$ cat src/rtl/draw_pkg.sv
// Shared types and constants for the rectangle rasteriser.
// Holds the FSM state encoding, the draw-mode codes and the default screen size.
package draw_pkg;

  typedef enum logic [1:0] {
    ST_IDLE = 2'd0,
    ST_DRAW = 2'd1,
    ST_DONE = 2'd2
  } state_t;

  localparam int unsigned MODE_W = 2;

  localparam logic [MODE_W-1:0] MODE_FILL    = 2'b00;
  localparam logic [MODE_W-1:0] MODE_OUTLINE = 2'b01;
  localparam logic [MODE_W-1:0] MODE_ERASE   = 2'b10;

  localparam int unsigned DEF_SCREEN_W = 160;
  localparam int unsigned DEF_SCREEN_H = 120;

endpackage

$ cat src/rtl/rect_scan_counter.sv
// Raster-order dx/dy counter over a w x h rectangle, with x stepping fastest.
// It flags the final pixel and any pixel that lies on the rectangle border.
module rect_scan_counter #(
  parameter int unsigned X_W = 8,
  parameter int unsigned Y_W = 7
) (
  input  logic           clock,
  input  logic           reset,
  input  logic           clear,
  input  logic           en,
  input  logic [X_W-1:0] w,
  input  logic [Y_W-1:0] h,
  output logic [X_W-1:0] dx,
  output logic [Y_W-1:0] dy,
  output logic           last,
  output logic           on_edge
);

  logic [X_W-1:0] x_max;
  logic [Y_W-1:0] y_max;
  logic           x_end;
  logic           y_end;

  assign x_max   = w - X_W'(1);
  assign y_max   = h - Y_W'(1);
  assign x_end   = (dx == x_max);
  assign y_end   = (dy == y_max);
  assign last    = x_end && y_end;
  assign on_edge = (dx == '0) || x_end || (dy == '0) || y_end;

  always_ff @(posedge clock or posedge reset) begin
    if (reset) begin
      dx <= '0;
      dy <= '0;
    end else if (clear) begin
      dx <= '0;
      dy <= '0;
    end else if (en) begin
      if (x_end) begin
        dx <= '0;
        dy <= dy + Y_W'(1);
      end else begin
        dx <= dx + X_W'(1);
      end
    end
  end

endmodule

$ cat src/rtl/rect_drawer.sv
// Rectangle rasteriser: latches geometry on start and streams one pixel per clock.
// Supports fill, outline and erase modes, screen clipping, abort and a done pulse.
module rect_drawer
  import draw_pkg::*;
#(
  parameter int unsigned          X_W       = 8,
  parameter int unsigned          Y_W       = 7,
  parameter int unsigned          COLOUR_W  = 3,
  parameter int unsigned          SCREEN_W  = DEF_SCREEN_W,
  parameter int unsigned          SCREEN_H  = DEF_SCREEN_H,
  parameter logic [COLOUR_W-1:0]  BG_COLOUR = '0
) (
  input  logic                clock,
  input  logic                reset,
  input  logic                start,
  input  logic                abort,
  input  logic [X_W-1:0]      x0,
  input  logic [Y_W-1:0]      y0,
  input  logic [X_W-1:0]      w,
  input  logic [Y_W-1:0]      h,
  input  logic [COLOUR_W-1:0] colour,
  input  logic [MODE_W-1:0]   mode,
  output logic [X_W-1:0]      out_x,
  output logic [Y_W-1:0]      out_y,
  output logic [COLOUR_W-1:0] out_colour,
  output logic                plot,
  output logic                busy,
  output logic                done
);

  localparam logic [X_W:0] LIM_X = (X_W+1)'(SCREEN_W);
  localparam logic [Y_W:0] LIM_Y = (Y_W+1)'(SCREEN_H);

  state_t                state;
  logic [X_W-1:0]        x0_r;
  logic [Y_W-1:0]        y0_r;
  logic [X_W-1:0]        w_r;
  logic [Y_W-1:0]        h_r;
  logic [COLOUR_W-1:0]   colour_r;
  logic [MODE_W-1:0]     mode_r;

  logic [X_W-1:0]        dx;
  logic [Y_W-1:0]        dy;
  logic                  last;
  logic                  on_edge;
  logic                  accept;
  logic                  step;
  logic                  zero_size;
  logic [X_W:0]          sum_x;
  logic [Y_W:0]          sum_y;
  logic                  visible;
  logic                  mode_ok;

  assign zero_size = (w == '0) || (h == '0);
  assign accept    = (state == ST_IDLE) && start;
  assign step      = (state == ST_DRAW) && !abort;

  rect_scan_counter #(
    .X_W (X_W),
    .Y_W (Y_W)
  ) u_scan (
    .clock   (clock),
    .reset   (reset),
    .clear   (accept),
    .en      (step),
    .w       (w_r),
    .h       (h_r),
    .dx      (dx),
    .dy      (dy),
    .last    (last),
    .on_edge (on_edge)
  );

  // Control FSM plus the request latches; abort wins over stepping and completion.
  always_ff @(posedge clock or posedge reset) begin
    if (reset) begin
      state    <= ST_IDLE;
      x0_r     <= '0;
      y0_r     <= '0;
      w_r      <= '0;
      h_r      <= '0;
      colour_r <= '0;
      mode_r   <= '0;
    end else begin
      case (state)
        ST_IDLE: begin
          if (start) begin
            if (zero_size) begin
              state <= ST_DONE;
            end else begin
              state    <= ST_DRAW;
              x0_r     <= x0;
              y0_r     <= y0;
              w_r      <= w;
              h_r      <= h;
              colour_r <= colour;
              mode_r   <= mode;
            end
          end
        end
        ST_DRAW: begin
          if (abort) begin
            state <= ST_IDLE;
          end else if (last) begin
            state <= ST_DONE;
          end
        end
        ST_DONE: state <= ST_IDLE;
        default: state <= ST_IDLE;
      endcase
    end
  end

  // Pixel address at one extra bit so wrap-around is seen as off-screen.
  assign sum_x   = {1'b0, x0_r} + {1'b0, dx};
  assign sum_y   = {1'b0, y0_r} + {1'b0, dy};
  assign visible = !sum_x[X_W] && (sum_x < LIM_X) && !sum_y[Y_W] && (sum_y < LIM_Y);
  assign mode_ok = (mode_r != MODE_OUTLINE) || on_edge;

  assign out_x      = sum_x[X_W-1:0];
  assign out_y      = sum_y[Y_W-1:0];
  assign out_colour = (mode_r == MODE_ERASE) ? BG_COLOUR : colour_r;
  assign plot       = (state == ST_DRAW) && visible && mode_ok;
  assign busy       = (state != ST_IDLE);
  assign done       = (state == ST_DONE);

endmodule

$ cat config.mk
export PLATFORM = sky130hd
export DESIGN_NAME = rect_drawer
export DESIGN_NICKNAME = d
export VERILOG_FILES = /design/src/rtl/draw_pkg.sv /design/src/rtl/rect_scan_counter.sv /design/src/rtl/rect_drawer.sv
export SDC_FILE = /design/constraint.sdc
export NUM_CORES = 1
export LEC_CHECK = 0
export ABC_AREA = 1
export BUFFER_PORTS_ARGS = -buffer_cell sky130_fd_sc_hd__buf_2
export CAP_MARGIN = 20
export CORE_MARGIN = 3
export CORE_UTILIZATION = 47
export DETAILED_ROUTE_END_ITERATION = 8
export PLACE_DENSITY = 0.68
export RECOVER_POWER = 50
export SLEW_MARGIN = 0
export SYNTH_ARGS = -nofsm -noshare
export SYNTH_HDL_FRONTEND = slang
export SYNTH_SLANG_ARGS = --single-unit
$ cat constraint.sdc
create_clock -name clock -period 2.63 [get_ports clock]
set_input_delay 0.526 -clock clock [delete_from_list [all_inputs] [get_ports clock]]
set_output_delay 0.526 -clock clock [all_outputs]
set_load 0.01 [all_outputs]
==> results of run 1 <==
cells in the final DEF, fill, tap and decap left out, types with 5 or more instances in the layout:
cell type	n
o21ai_0	24
buf_4	18
nand3_2	5
o21ai_2	7
dfrtp_1	47
dfrtp_2	5
clkbuf_1	7
nor2_1	44
xor2_1	17
ha_4	5
buf_2	52
ha_1	14
inv_1	67
a21oi_1	34
nand2_1	105
clkbuf_8	6
nand3_1	20
xnor2_1	9
nand4_1	10
nand2_2	8
inv_2	11
logic make-up (layout without fill, tap and decap cells):
logic type	Yosys count	after routing	share of synthesized area (%)
AND/OR/NAND/NOR	216	216	27.70
buffers and inverters	89	165	9.637
AO/OA/AOI/OAI	76	76	11.61
flip-flops	52	52	35.92
XOR/XNOR	28	28	6.770
adder cells (fa/ha/maj)	23	23	8.359
power breakdown:
part	internal (mW)	total, mW	switching, mW
clock network	0.216	0.480	0.265
logic	1.12	2.65	1.53
registers	1.11	1.39	0.276
final timing paths:
check                                  start      endpoint  cells past startpoint
min in group asynchronous              reset       y0_r[3]                      2
worst max-delay path            u_scan.dx[0]          plot                     12
worst min register to register       x0_r[3]       x0_r[3]                      2
max in group asynchronous              reset  u_scan.dy[3]                      3
worst min-delay path                   y0[4]       y0_r[4]                      3
worst max register to register      state[1]        w_r[0]                      7
repair_timing:
| action | 4_1_cts | 5_1_grt |
|---|---|---|
| cloned | 0 | 0 |
| hold buffers | 0 | 0 |
| pin swaps | 10 | 8 |
| resized for setup | 15 | 17 |
| setup endpoints to repair | 1 | 3 |
| setup buffers | 12 | 4 |
worst reg2reg max path, delay by kind of cell, from the launching register on:
kind                   cells  cell delay (ns)
buffers and inverters      2             0.67
and+or+nand+nor            4             0.80
DFF                        1             0.40
AOI/OAI and AO/OA          1             0.06
layout make-up:
type                       instances  area (µm²)
tap                               99       123.9
fill                             709        3020
clock buffer                       8       90.09
timing repair buffer              79       456.7
sequential                        52        1308
multi-input combinational        343        2078
inverter                          78       292.8
state kept, by name, summed over array words and instances (netlist names):
register and count:
state 2, w_r 8, mode_r 2, u_scan.dx 8
colour_r 3, y0_r 7, h_r 7, x0_r 8
u_scan.dy 7
metrics by stage:
stage | util, % | std cells | power [mW]
after floorplan | - | 484 | 3.015
after detailed placement | 54.99 | 636 | 3.719
after global routing | 59.02 | 659 | 4.939
after global placement | 54.99 | 636 | 3.652
final | 59.02 | 659 | 4.512
after CTS | 58.15 | 656 | 4.398
routing by layer:
metal | vias up | GRT usage, % | wire, µm
met5 | - | 0 | 0
li1 | 1692 | - | -
met4 | 0 | 5.656 | 164
met3 | 16 | 3.045 | 200
met2 | 44 | 36.13 | 4382
met1 | 1506 | 24.50 | 3679
==> metrics.txt, run 1 <==
# TYPE chip_impl_metric gauge
chip_impl_info{name="outcome",value="complete, but fails checks"} 1
chip_impl_info{name="failed_checks",value="setup timing"} 1
chip_impl_metric{name="netlist-cell-type-count",unit=""} 35
chip_impl_metric{name="clock_path_buffers",unit=""} 2
chip_impl_metric{name="area_of_placed_instances",unit="µm²"} 4053
chip_impl_info{name="yosys_most_used_dff",value="dfrtp_1"} 1
chip_impl_metric{name="number_of_i_o_port_buffers",unit=""} 59
chip_impl_metric{name="grt_first_pass_wirelength",unit="mm"} 14.19
chip_impl_metric{name="timing.max_slew.rel_slack",unit="%"} 20.21
chip_impl_metric{name="max_stage_delay",unit="ns"} 0.38
chip_impl_info{name="timing.critical_path.slowest_stage_cell",value="dfrtp_1"} 1
chip_impl_metric{name="drcViolationCount",unit=""} 0
chip_impl_metric{name="first_global_vias",unit=""} 3170
chip_impl_metric{name="synth.ff_latch_count",unit=""} 52
chip_impl_metric{name="post-synth-top-area-fraction",unit="%"} 35.92
chip_impl_metric{name="setup_slack_of_the_critical_path_after_layout",unit="ns"} -0.03956
chip_impl_metric{name="via_count",unit=""} 3258
chip_impl_metric{name="die_height",unit="µm"} 93.79
chip_impl_metric{name="post_synth_inst_count",unit=""} 484
chip_impl_metric{name="max_cap_viol_count",unit=""} 0
chip_impl_metric{name="postSynth.asyncResetShare",unit="%"} 100.0
chip_impl_metric{name="finalHoldViolCount",unit=""} 0
chip_impl_info{name="end_kind",value="output port"} 1
chip_impl_metric{name="tritoncts.num_buffers",unit=""} 5
chip_impl_metric{name="pwr_density_cell",unit="nW/µm²"} 1037
chip_impl_info{name="root_buffer",value="clkbuf_8"} 1
chip_impl_metric{name="synth_seq_area_share",unit="%"} 35.92
chip_impl_metric{name="design.die.area",unit="µm²"} 8797
chip_impl_metric{name="dp_worst_setup_slack",unit="ns"} 0.1419
chip_impl_metric{name="drtAntennaViolNets",unit=""} 0
chip_impl_metric{name="grt_antenna_before_repair",unit=""} 0
chip_impl_metric{name="post_synth_edffs",unit=""} 0
chip_impl_info{name="synthDominantAreaCellType",value="dfrtp_1"} 1
chip_impl_metric{name="clock_sink_count",unit=""} 52
chip_impl_info{name="post-synth-top-count-cell",value="nand2_1"} 1
chip_impl_metric{name="synth_fp_nets",unit=""} 546
chip_impl_metric{name="htree_num_levels",unit=""} 2
chip_impl_metric{name="globalplace.congestion",unit=""} 0.8460
chip_impl_info{name="rsz0062_at_grt",value="true"} 1
chip_impl_metric{name="routed_wl",unit="mm"} 8.426
chip_impl_metric{name="overflow_after_grt",unit=""} 0
chip_impl_metric{name="worst-r2r-setup-slack",unit="ns"} 0.55
chip_impl_metric{name="final_layout_setup_total_negative_slack",unit="ns"} -0.03956
chip_impl_metric{name="die_w",unit="µm"} 93.79
chip_impl_metric{name="clkTransAtPathRegs",unit="ns"} 0.10
chip_impl_info{name="cell_breakdown_of_the_critical_path",value="ha_2 -> inv_2 -> fa_2 -> inv_2 -> nand4_1 -> nand3_2 -> xor2_2 -> nand2_1 -> nand2_1 -> nand2_1 -> nor2_1 -> buf_2"} 1
chip_impl_metric{name="timing.final.crit_period",unit="ns"} 2.670
chip_impl_metric{name="dpl.hpwl",unit="mm"} 6.332
chip_impl_metric{name="fin_worst_skew",unit="ns"} 0.009918
chip_impl_metric{name="p_leak",unit="nW"} 2.298
chip_impl_metric{name="worst_slew_pin_slew",unit="ns"} 1.195
chip_impl_metric{name="via_per_inst",unit=""} 4.944
chip_impl_metric{name="yosysWarningCount",unit=""} 0
chip_impl_metric{name="timing.critical_path.buf_inv",unit=""} 3
chip_impl_metric{name="share_of_layout_cells_above_drive_strength_1",unit="%"} 25.00
chip_impl_metric{name="syn_avg_cell_area",unit="µm²"} 7.484
chip_impl_metric{name="floorplan.initialDensity",unit="%"} 49.15
chip_impl_metric{name="critPathMaxFanout",unit=""} 2
chip_impl_metric{name="grt_use_total",unit="%"} 19.99
chip_impl_info{name="critPathKind",value="reg2out"} 1
chip_impl_metric{name="placementRows",unit=""} 31
chip_impl_info{name="cpMostUsedCell",value="nand2_1"} 1
chip_impl_metric{name="worstSkewPairLatency",unit="ns"} 0.31
chip_impl_metric{name="required",unit="ns"} 2.10
chip_impl_metric{name="maxSlewViolCount",unit=""} 0
chip_impl_metric{name="achievable-frequency",unit="GHz"} 0.3746
chip_impl_metric{name="irDropWorstVdd",unit="V"} 0.0004901
chip_impl_metric{name="design_area",unit="µm²"} 4349
chip_impl_info{name="clock_tree_from_tritoncts",value="built"} 1
chip_impl_info{name="cp-start-kind",value="register"} 1
chip_impl_metric{name="grt_start_max_net_pins",unit=""} 72
chip_impl_info{name="most_area_consuming_cells_after_synthesis",value="dfrtp_1 (36%), nand2_1 (11%), inv_1 (7.8%)"} 1
chip_impl_info{name="critical-path-top-delay-family",value="adder cells"} 1
chip_impl_info{name="min_path_type",value="in2reg"} 1
chip_impl_metric{name="hold-worst-slack",unit="ns"} 0.4499
chip_impl_metric{name="nets",unit=""} 621
chip_impl_metric{name="route.detailed.wl_per_inst",unit="µm"} 12.79
chip_impl_metric{name="layout-area-overhead-vs-synth",unit="%"} 20.07
chip_impl_metric{name="cp_data_arrival_time",unit="ns"} 2.14
chip_impl_metric{name="io_pins",unit=""} 60
chip_impl_metric{name="fin_crit_sh",unit="%"} 101.5
chip_impl_metric{name="mappedNetlistArea",unit="µm²"} 3622
chip_impl_metric{name="detail_route.first_pass.iterations",unit=""} 4
chip_impl_metric{name="placeableCoreArea",unit="µm²"} 7370
chip_impl_metric{name="antennaDiodeCount",unit=""} 0
chip_impl_info{name="yosys-top-cells-count",value="nand2_1 (105), inv_1 (75), dfrtp_1 (52)"} 1
chip_impl_metric{name="final-setup-viol-count",unit=""} 1
chip_impl_metric{name="drt_first_iter_violations",unit=""} 118
(Power assumes the default switching activity.)
==> run 2, diff against run 1 <==
--- a/config.mk
+++ b/config.mk
@@ -11,7 +11,7 @@
 export CORE_MARGIN = 3
 export CORE_UTILIZATION = 47
 export DETAILED_ROUTE_END_ITERATION = 8
-export PLACE_DENSITY = 0.68
+export PLACE_DENSITY = 0.71
 export RECOVER_POWER = 50
 export SLEW_MARGIN = 0
 export SYNTH_ARGS = -nofsm -noshare
==> constraint.sdc (replaced) <==
create_clock -name clock -period 2.4 [get_ports clock]
set_input_delay 0.48 -clock clock [delete_from_list [all_inputs] [get_ports clock]]
set_output_delay 0.48 -clock clock [all_outputs]
set_load 0.01 [all_outputs]
==> metrics.txt, run 2 (synthesis results as in run 1) <==
# TYPE chip_impl_metric gauge
chip_impl_metric{name="max_stage_delay",unit="ns"} 0.40
chip_impl_metric{name="share_of_layout_cells_above_drive_strength_1",unit="%"} 25.70
chip_impl_info{name="min_path_type",value="in2async"} 1
chip_impl_metric{name="layout-area-overhead-vs-synth",unit="%"} 22.56
chip_impl_metric{name="setup_slack_of_the_critical_path_after_layout",unit="ns"} -0.2515
chip_impl_metric{name="timing.critical_path.buf_inv",unit=""} 3
chip_impl_metric{name="nets",unit=""} 634
chip_impl_info{name="layout_top_registers",value="u_scan.dx x8, w_r x8, x0_r x8"} 1
chip_impl_metric{name="layout.cells.non_filler",unit=""} 671
chip_impl_metric{name="drtAntennaViolNets",unit=""} 0
chip_impl_metric{name="maxSlewViolCount",unit=""} 0
chip_impl_metric{name="die_w",unit="µm"} 93.79
chip_impl_metric{name="clkTransAtPathRegs",unit="ns"} 0.10
chip_impl_metric{name="required",unit="ns"} 1.92
chip_impl_metric{name="grt_start_max_net_pins",unit=""} 31
chip_impl_metric{name="seqPwrFrac",unit="%"} 29.8
chip_impl_metric{name="via_per_inst",unit=""} 4.997
chip_impl_info{name="clock_tree_from_tritoncts",value="built"} 1
chip_impl_info{name="layout.cells.most_common",value="nand2_1"} 1
chip_impl_metric{name="final_layout_setup_total_negative_slack",unit="ns"} -0.5568
chip_impl_info{name="cp-start-kind",value="register"} 1
chip_impl_metric{name="antennaDiodeCount",unit=""} 0
chip_impl_metric{name="combPwrFrac",unit="%"} 59.5
chip_impl_metric{name="clock_sink_count",unit=""} 52
chip_impl_metric{name="pwr_density_cell",unit="nW/µm²"} 1127
chip_impl_metric{name="die_height",unit="µm"} 93.79
chip_impl_metric{name="overflow_after_grt",unit=""} 0
chip_impl_metric{name="drt_first_iter_violations",unit=""} 85
chip_impl_metric{name="grt_use_total",unit="%"} 20.17
chip_impl_info{name="outcome",value="complete, but fails checks"} 1
chip_impl_metric{name="worst_slew_pin_slew",unit="ns"} 0.9215
chip_impl_metric{name="p_clk_share",unit="%"} 10.7
chip_impl_metric{name="achievable-frequency",unit="GHz"} 0.3771
chip_impl_metric{name="timing.max_slew.rel_slack",unit="%"} 38.57
chip_impl_metric{name="timing.final.crit_period",unit="ns"} 2.651
chip_impl_info{name="timing.critical_path.slowest_stage_cell",value="fa_2"} 1
chip_impl_metric{name="p_leak",unit="nW"} 2.367
chip_impl_metric{name="clock_path_buffers",unit=""} 2
chip_impl_metric{name="placementRows",unit=""} 31
chip_impl_metric{name="dpl.cell_count",unit=""} 652
chip_impl_metric{name="switchingPower",unit="mW"} 2.279
chip_impl_info{name="root_buffer",value="clkbuf_8"} 1
chip_impl_metric{name="routed_wl",unit="mm"} 8.590
chip_impl_metric{name="cp_data_arrival_time",unit="ns"} 2.17
chip_impl_info{name="critPathKind",value="reg2out"} 1
chip_impl_info{name="cpMostUsedCell",value="nand2_1"} 1
chip_impl_metric{name="worstSkewPairLatency",unit="ns"} 0.31
chip_impl_metric{name="grt_first_pass_wirelength",unit="mm"} 14.22
chip_impl_metric{name="route.detailed.wl_per_inst",unit="µm"} 12.80
chip_impl_metric{name="htree_num_levels",unit=""} 2
chip_impl_metric{name="postLayoutCoreUtil",unit="%"} 60.24
chip_impl_metric{name="io_pins",unit=""} 60
chip_impl_metric{name="drcViolationCount",unit=""} 0
chip_impl_metric{name="total_power",unit="mW"} 5.004
chip_impl_metric{name="dp_worst_setup_slack",unit="ns"} 0.01846
chip_impl_metric{name="design.die.area",unit="µm²"} 8797
chip_impl_metric{name="fin_crit_sh",unit="%"} 110.5
chip_impl_metric{name="dpl.hpwl",unit="mm"} 6.552
chip_impl_metric{name="switching_share_of_power",unit="%"} 45.54
chip_impl_metric{name="critPathMaxFanout",unit=""} 2
chip_impl_metric{name="irDropWorstVdd",unit="V"} 0.0004334
chip_impl_metric{name="tritoncts.num_buffers",unit=""} 5
chip_impl_metric{name="fin_worst_skew",unit="ns"} 0.007754
chip_impl_metric{name="final-setup-viol-count",unit=""} 4
chip_impl_metric{name="first_global_vias",unit=""} 3259
chip_impl_metric{name="globalplace.congestion",unit=""} 0.8606
chip_impl_info{name="final_cell_mix",value="nand2_1 (104), inv_1 (69), dfrtp_1 (52), buf_2 (50), nor2_1 (45)"} 1
chip_impl_info{name="cell_breakdown_of_the_critical_path",value="ha_2 -> inv_2 -> fa_2 -> inv_2 -> nand4_1 -> nand3_2 -> xor2_2 -> nand2_1 -> nand2_1 -> nand2_1 -> nor2_1 -> buf_2"} 1
chip_impl_metric{name="placeableCoreArea",unit="µm²"} 7370
chip_impl_metric{name="critical_path_depth",unit=""} 12
chip_impl_metric{name="intPower",unit="mW"} 2.725
chip_impl_metric{name="detail_route.first_pass.iterations",unit=""} 4
chip_impl_metric{name="via_count",unit=""} 3353
chip_impl_info{name="failed_checks",value="setup timing"} 1
chip_impl_metric{name="grt_antenna_before_repair",unit=""} 0
chip_impl_metric{name="worst-r2r-cell-count",unit=""} 14
chip_impl_info{name="end_kind",value="output port"} 1
chip_impl_metric{name="floorplan.initialDensity",unit="%"} 49.15
chip_impl_info{name="critical-path-top-delay-family",value="adder cells"} 1
chip_impl_info{name="rsz0062_at_grt",value="true"} 1
chip_impl_metric{name="max_cap_viol_count",unit=""} 0
chip_impl_metric{name="finalHoldViolCount",unit=""} 0
chip_impl_metric{name="number_of_i_o_port_buffers",unit=""} 59
-- run 2: cell types whose count changed in the layout (fill, tap and decap cells not counted), sizes merged --
cell / delta
buf: +12
clkinv: +1
dlymetal6s2s: -1
-- run 2: repair_timing --
action / in CTS / in global routing
gates cloned: 0 / 0
pin swaps: 4 / 12
hold buffers: 0 / 0
endpoints found under the setup margin: 5 / 8
resized for setup: 18 / 11
buffers inserted: 7 / 9
-- run 2: cell type report --
class                           instances  area, µm²
Fill cell                             703       2930
Clock inverter                          1      8.758
Tap cell                               99      123.9
Inverter                               78      292.8
Timing Repair Buffer                   92      563.0
Multi-Input combinational cell        343       2067
Clock buffer                            6      82.58
Sequential cell                        52       1301
-- run 2: metal layers --
metal / global-route usage [%] / wire length [µm] / vias to the layer above / share of wire [%]
li1: - / - / 1713 / -
met1: 23.72 / 3684 / 1579 / 43
met2: 37.02 / 4494 / 51 / 52
met3: 3.365 / 293 / 10 / 3.4
met4: 6.498 / 116 / 0 / 1.4
met5: 0 / 0 / - / 0
-- run 2: path summary, 6_finish.rpt --
kind / slack (ns) / from / endpoint
max: -0.25 / u_scan.dx[0] / plot
min reg2reg: 0.51 / x0_r[4] / x0_r[4]
max in group asynchronous: 0.79 / reset / u_scan.dx[1]
min in group clock: 0.40 / y0[5] / y0_r[5]
min: 0.30 / reset / y0_r[4]
max reg2reg: 0.44 / w_r[0] / u_scan.dy[1]
-- run 2: worst register-to-register path: cells and delay by family (launching register included) --
kind	cells	cell delay [ns]
adder cells (fa/ha/maj)	1	0.21
flip-flops	1	0.44
buffers and inverters	3	0.30
AO/OA/AOI/OAI	1	0.05
AND/OR/NAND/NOR	9	0.87
-- run 2: per-stage QoR --
step,cell area (µm²),hold WS (ns)
global placement,4160,0.4828
global route,4439,0.3665
CTS,4343,0.1697
detailed placement,4160,0.4875
finish,4439,0.3034
floorplan,3622,0.4594
-- run 2: power by group through the flow --
stage          Sequential, mW  Clock [mW]  Combinational, mW
2_1_floorplan            1.46           0               1.84
5_1_grt                  1.54       0.582               3.36
3_3_place_gp             1.48           0               2.60
3_5_place_dp             1.49           0               2.68
6_report                 1.49       0.535               2.98
4_1_cts                  1.49       0.545               2.84
==> run 3, diff against run 2 <==
--- a/config.mk
+++ b/config.mk
@@ -8,10 +8,10 @@
 export ABC_AREA = 1
 export BUFFER_PORTS_ARGS = -buffer_cell sky130_fd_sc_hd__buf_2
 export CAP_MARGIN = 20
+export CORE_ASPECT_RATIO = 0.9
 export CORE_MARGIN = 3
-export CORE_UTILIZATION = 47
+export CORE_UTILIZATION = 40
 export DETAILED_ROUTE_END_ITERATION = 8
-export PLACE_DENSITY = 0.71
 export RECOVER_POWER = 50
 export SLEW_MARGIN = 0
 export SYNTH_ARGS = -nofsm -noshare
==> metrics.txt, run 3 (synthesis results as in run 1) <==
# TYPE chip_impl_metric gauge
chip_impl_metric{name="setup_slack_of_the_critical_path_after_layout",unit="ns"} -0.2487
chip_impl_metric{name="dpl.hpwl",unit="mm"} 6.363
chip_impl_metric{name="fin_worst_skew",unit="ns"} 0.01035
chip_impl_metric{name="tritoncts.num_buffers",unit=""} 5
chip_impl_metric{name="cts_hold_repair.buffers",unit=""} 0
chip_impl_metric{name="worst-r2r-cell-count",unit=""} 13
chip_impl_metric{name="timing.final.crit_period",unit="ns"} 2.649
chip_impl_metric{name="layout.cells.non_filler",unit=""} 688
chip_impl_metric{name="placeableCoreArea",unit="µm²"} 8688
chip_impl_metric{name="worst_slew_pin_slew",unit="ns"} 1.351
chip_impl_metric{name="die_w",unit="µm"} 106.3
chip_impl_metric{name="cp_data_arrival_time",unit="ns"} 2.17
chip_impl_metric{name="final-setup-viol-count",unit=""} 3
chip_impl_metric{name="achievable-frequency",unit="GHz"} 0.3775
chip_impl_info{name="final_cell_mix",value="nand2_1 (101), inv_1 (69), buf_2 (51), dfrtp_1 (50), nor2_1 (45)"} 1
chip_impl_metric{name="routed_wl",unit="mm"} 8.652
chip_impl_metric{name="floorplan.initialDensity",unit="%"} 41.69
chip_impl_metric{name="nets",unit=""} 630
chip_impl_metric{name="layout-area-overhead-vs-synth",unit="%"} 23.11
chip_impl_metric{name="max_cap_viol_count",unit=""} 0
chip_impl_metric{name="die_height",unit="µm"} 96.28
chip_impl_info{name="critPathKind",value="reg2out"} 1
chip_impl_metric{name="globalplace.congestion",unit=""} 0.8113
chip_impl_metric{name="finalHoldViolCount",unit=""} 0
chip_impl_metric{name="grt_use_total",unit="%"} 17.73
chip_impl_metric{name="worst-r2r-setup-slack",unit="ns"} 0.54
chip_impl_metric{name="grt_antenna_before_repair",unit=""} 0
chip_impl_info{name="failed_checks",value="setup timing"} 1
chip_impl_info{name="layout.cells.most_common",value="nand2_1"} 1
chip_impl_info{name="end_kind",value="output port"} 1
chip_impl_metric{name="maxSlewViolCount",unit=""} 0
chip_impl_metric{name="grt_first_pass_wirelength",unit="mm"} 14.72
chip_impl_metric{name="route.detailed.wl_per_inst",unit="µm"} 12.58
chip_impl_metric{name="drtAntennaViolNets",unit=""} 0
chip_impl_info{name="clock_tree_from_tritoncts",value="built"} 1
chip_impl_info{name="timing.rr.start",value="w_r[0]"} 1
chip_impl_metric{name="combPwrFrac",unit="%"} 59.2
chip_impl_info{name="startpoint",value="x0_r[0]"} 1
chip_impl_info{name="crit_end",value="plot"} 1
chip_impl_metric{name="placementRows",unit=""} 32
chip_impl_metric{name="dpl.cell_count",unit=""} 668
chip_impl_metric{name="p_clk_share",unit="%"} 10.8
chip_impl_metric{name="via_count",unit=""} 3244
chip_impl_metric{name="drcViolationCount",unit=""} 0
chip_impl_info{name="layout_top_registers",value="u_scan.dx x8, w_r x8, x0_r x8"} 1
chip_impl_metric{name="required",unit="ns"} 1.92
chip_impl_metric{name="via_per_inst",unit=""} 4.715
chip_impl_metric{name="io_pins",unit=""} 60
chip_impl_info{name="crit-reg2reg-capture",value="u_scan.dy[0]"} 1
chip_impl_metric{name="detail_route.first_pass.iterations",unit=""} 4
chip_impl_metric{name="switching_share_of_power",unit="%"} 45.73
chip_impl_metric{name="htree_num_levels",unit=""} 2
chip_impl_metric{name="drt_first_iter_violations",unit=""} 90
chip_impl_metric{name="first_global_vias",unit=""} 3192
chip_impl_metric{name="worstSkewPairLatency",unit="ns"} 0.31
chip_impl_info{name="root_buffer",value="clkbuf_8"} 1
chip_impl_metric{name="intPower",unit="mW"} 2.706
chip_impl_metric{name="clock_path_buffers",unit=""} 2
chip_impl_info{name="rsz0062_at_grt",value="true"} 1
chip_impl_info{name="cp-start-kind",value="register"} 1
chip_impl_metric{name="grt_start_max_net_pins",unit=""} 72
chip_impl_metric{name="fin_crit_sh",unit="%"} 110.4
chip_impl_info{name="outcome",value="complete, but fails checks"} 1
chip_impl_metric{name="timing.max_slew.rel_slack",unit="%"} 9.961
chip_impl_metric{name="switchingPower",unit="mW"} 2.280
chip_impl_metric{name="seqPwrFrac",unit="%"} 29.9
chip_impl_metric{name="pwr_density_cell",unit="nW/µm²"} 1118
chip_impl_metric{name="share_of_layout_cells_above_drive_strength_1",unit="%"} 26.54
chip_impl_metric{name="design.die.area",unit="µm²"} 10240
chip_impl_metric{name="final_layout_setup_total_negative_slack",unit="ns"} -0.3677
chip_impl_info{name="min_path_type",value="in2reg"} 1
chip_impl_metric{name="critPathMaxFanout",unit=""} 2
chip_impl_metric{name="antennaDiodeCount",unit=""} 0
chip_impl_metric{name="number_of_i_o_port_buffers",unit=""} 59
chip_impl_metric{name="overflow_after_grt",unit=""} 0
chip_impl_metric{name="total_power",unit="mW"} 4.985
chip_impl_metric{name="p_leak",unit="nW"} 2.354
chip_impl_metric{name="irDropWorstVdd",unit="V"} 0.0007135
chip_impl_metric{name="clkTransAtPathRegs",unit="ns"} 0.10
chip_impl_metric{name="clock_sink_count",unit=""} 52
[run 3: changes by cell type in the layout (fill, tap and decap cells not counted), moves of 2 or more]
| cell | change |
|---|---|
| buf_4 | -2 |
| nand2_1 | -3 |
| dfrtp_1 | -2 |
| buf_6 | -2 |
| dfrtp_2 | +2 |
| nand2_2 | +3 |
[run 3: routing by layer]
layer	share of wire [%]	global-route usage (%)
met2	50	31.01
met4	0.89	4.207
met3	2.1	2.616
met1	47	23.29
met5	0	0
[run 3: worst max-delay path, stage by stage (launching register included)]
cell and delay (ns):
dfrtp_1 0.36, ha_2 0.19, inv_2 0.04, fa_2 0.35, inv_2 0.07, nand4_1 0.12
nand3_2 0.14, xor2_2 0.17, nand2_1 0.08, nand2_1 0.07, nand2_1 0.05, nor2_1 0.08
buf_2 0.14
[run 3: final cells by class]
class,instances,area (µm²)
Fill cell,878,4229
Multi-Input combinational cell,343,2093
Sequential cell,52,1304
Timing Repair Buffer,88,528.0
Inverter,78,295.3
Tap cell,119,148.9
Clock buffer,8,90.09
[run 3: repair_timing]
item / 4_1_cts / 5_1_grt
endpoints found under the setup margin: 6 / 8
gates cloned: 0 / 0
resized for setup: 18 / 16
pin swaps: 3 / 10
setup buffers: 5 / 7
[run 3: power by group through the flow]
| stage | combinational, mW | clock, mW | sequential (mW) |
|---|---|---|---|
| 2_1_floorplan | 1.84 | 0 | 1.46 |
| 3_3_place_gp | 2.61 | 0 | 1.49 |
| 3_5_place_dp | 2.65 | 0 | 1.49 |
| 4_1_cts | 2.82 | 0.558 | 1.49 |
| 5_1_grt | 3.36 | 0.593 | 1.54 |
| 6_report | 2.95 | 0.540 | 1.49 |
[run 3: worst min-delay path by stage]
| stage | depth (start not counted) | slack [ns] | endpoint | from |
|---|---|---|---|---|
| finish | 3 | 0.40 | x0_r[3] | x0[3] |
| floorplan | 2 | 0.46 | x0_r[0] | x0_r[0] |
| global route | 3 | 0.41 | colour_r[0] | colour[0] |
| CTS | 3 | 0.22 | y0_r[1] | reset |
| global placement | 2 | 0.48 | x0_r[7] | x0_r[7] |
| detailed placement | 2 | 0.48 | x0_r[2] | x0_r[2] |
[run 3: stage by stage]
step | utilization (%) | hold slack, ns | area [µm²] | setup slack, ns
final | 51.32 | 0.3954 | 4459 | -0.2487
after global routing | 51.32 | 0.4099 | 4459 | -0.3929
after CTS | 50.16 | 0.2169 | 4358 | -0.2386
after detailed placement | 47.97 | 0.4849 | 4168 | 0.01951
after global placement | 47.97 | 0.4756 | 4168 | 0.05975
after floorplan | - | 0.4594 | 3622 | 0.1323
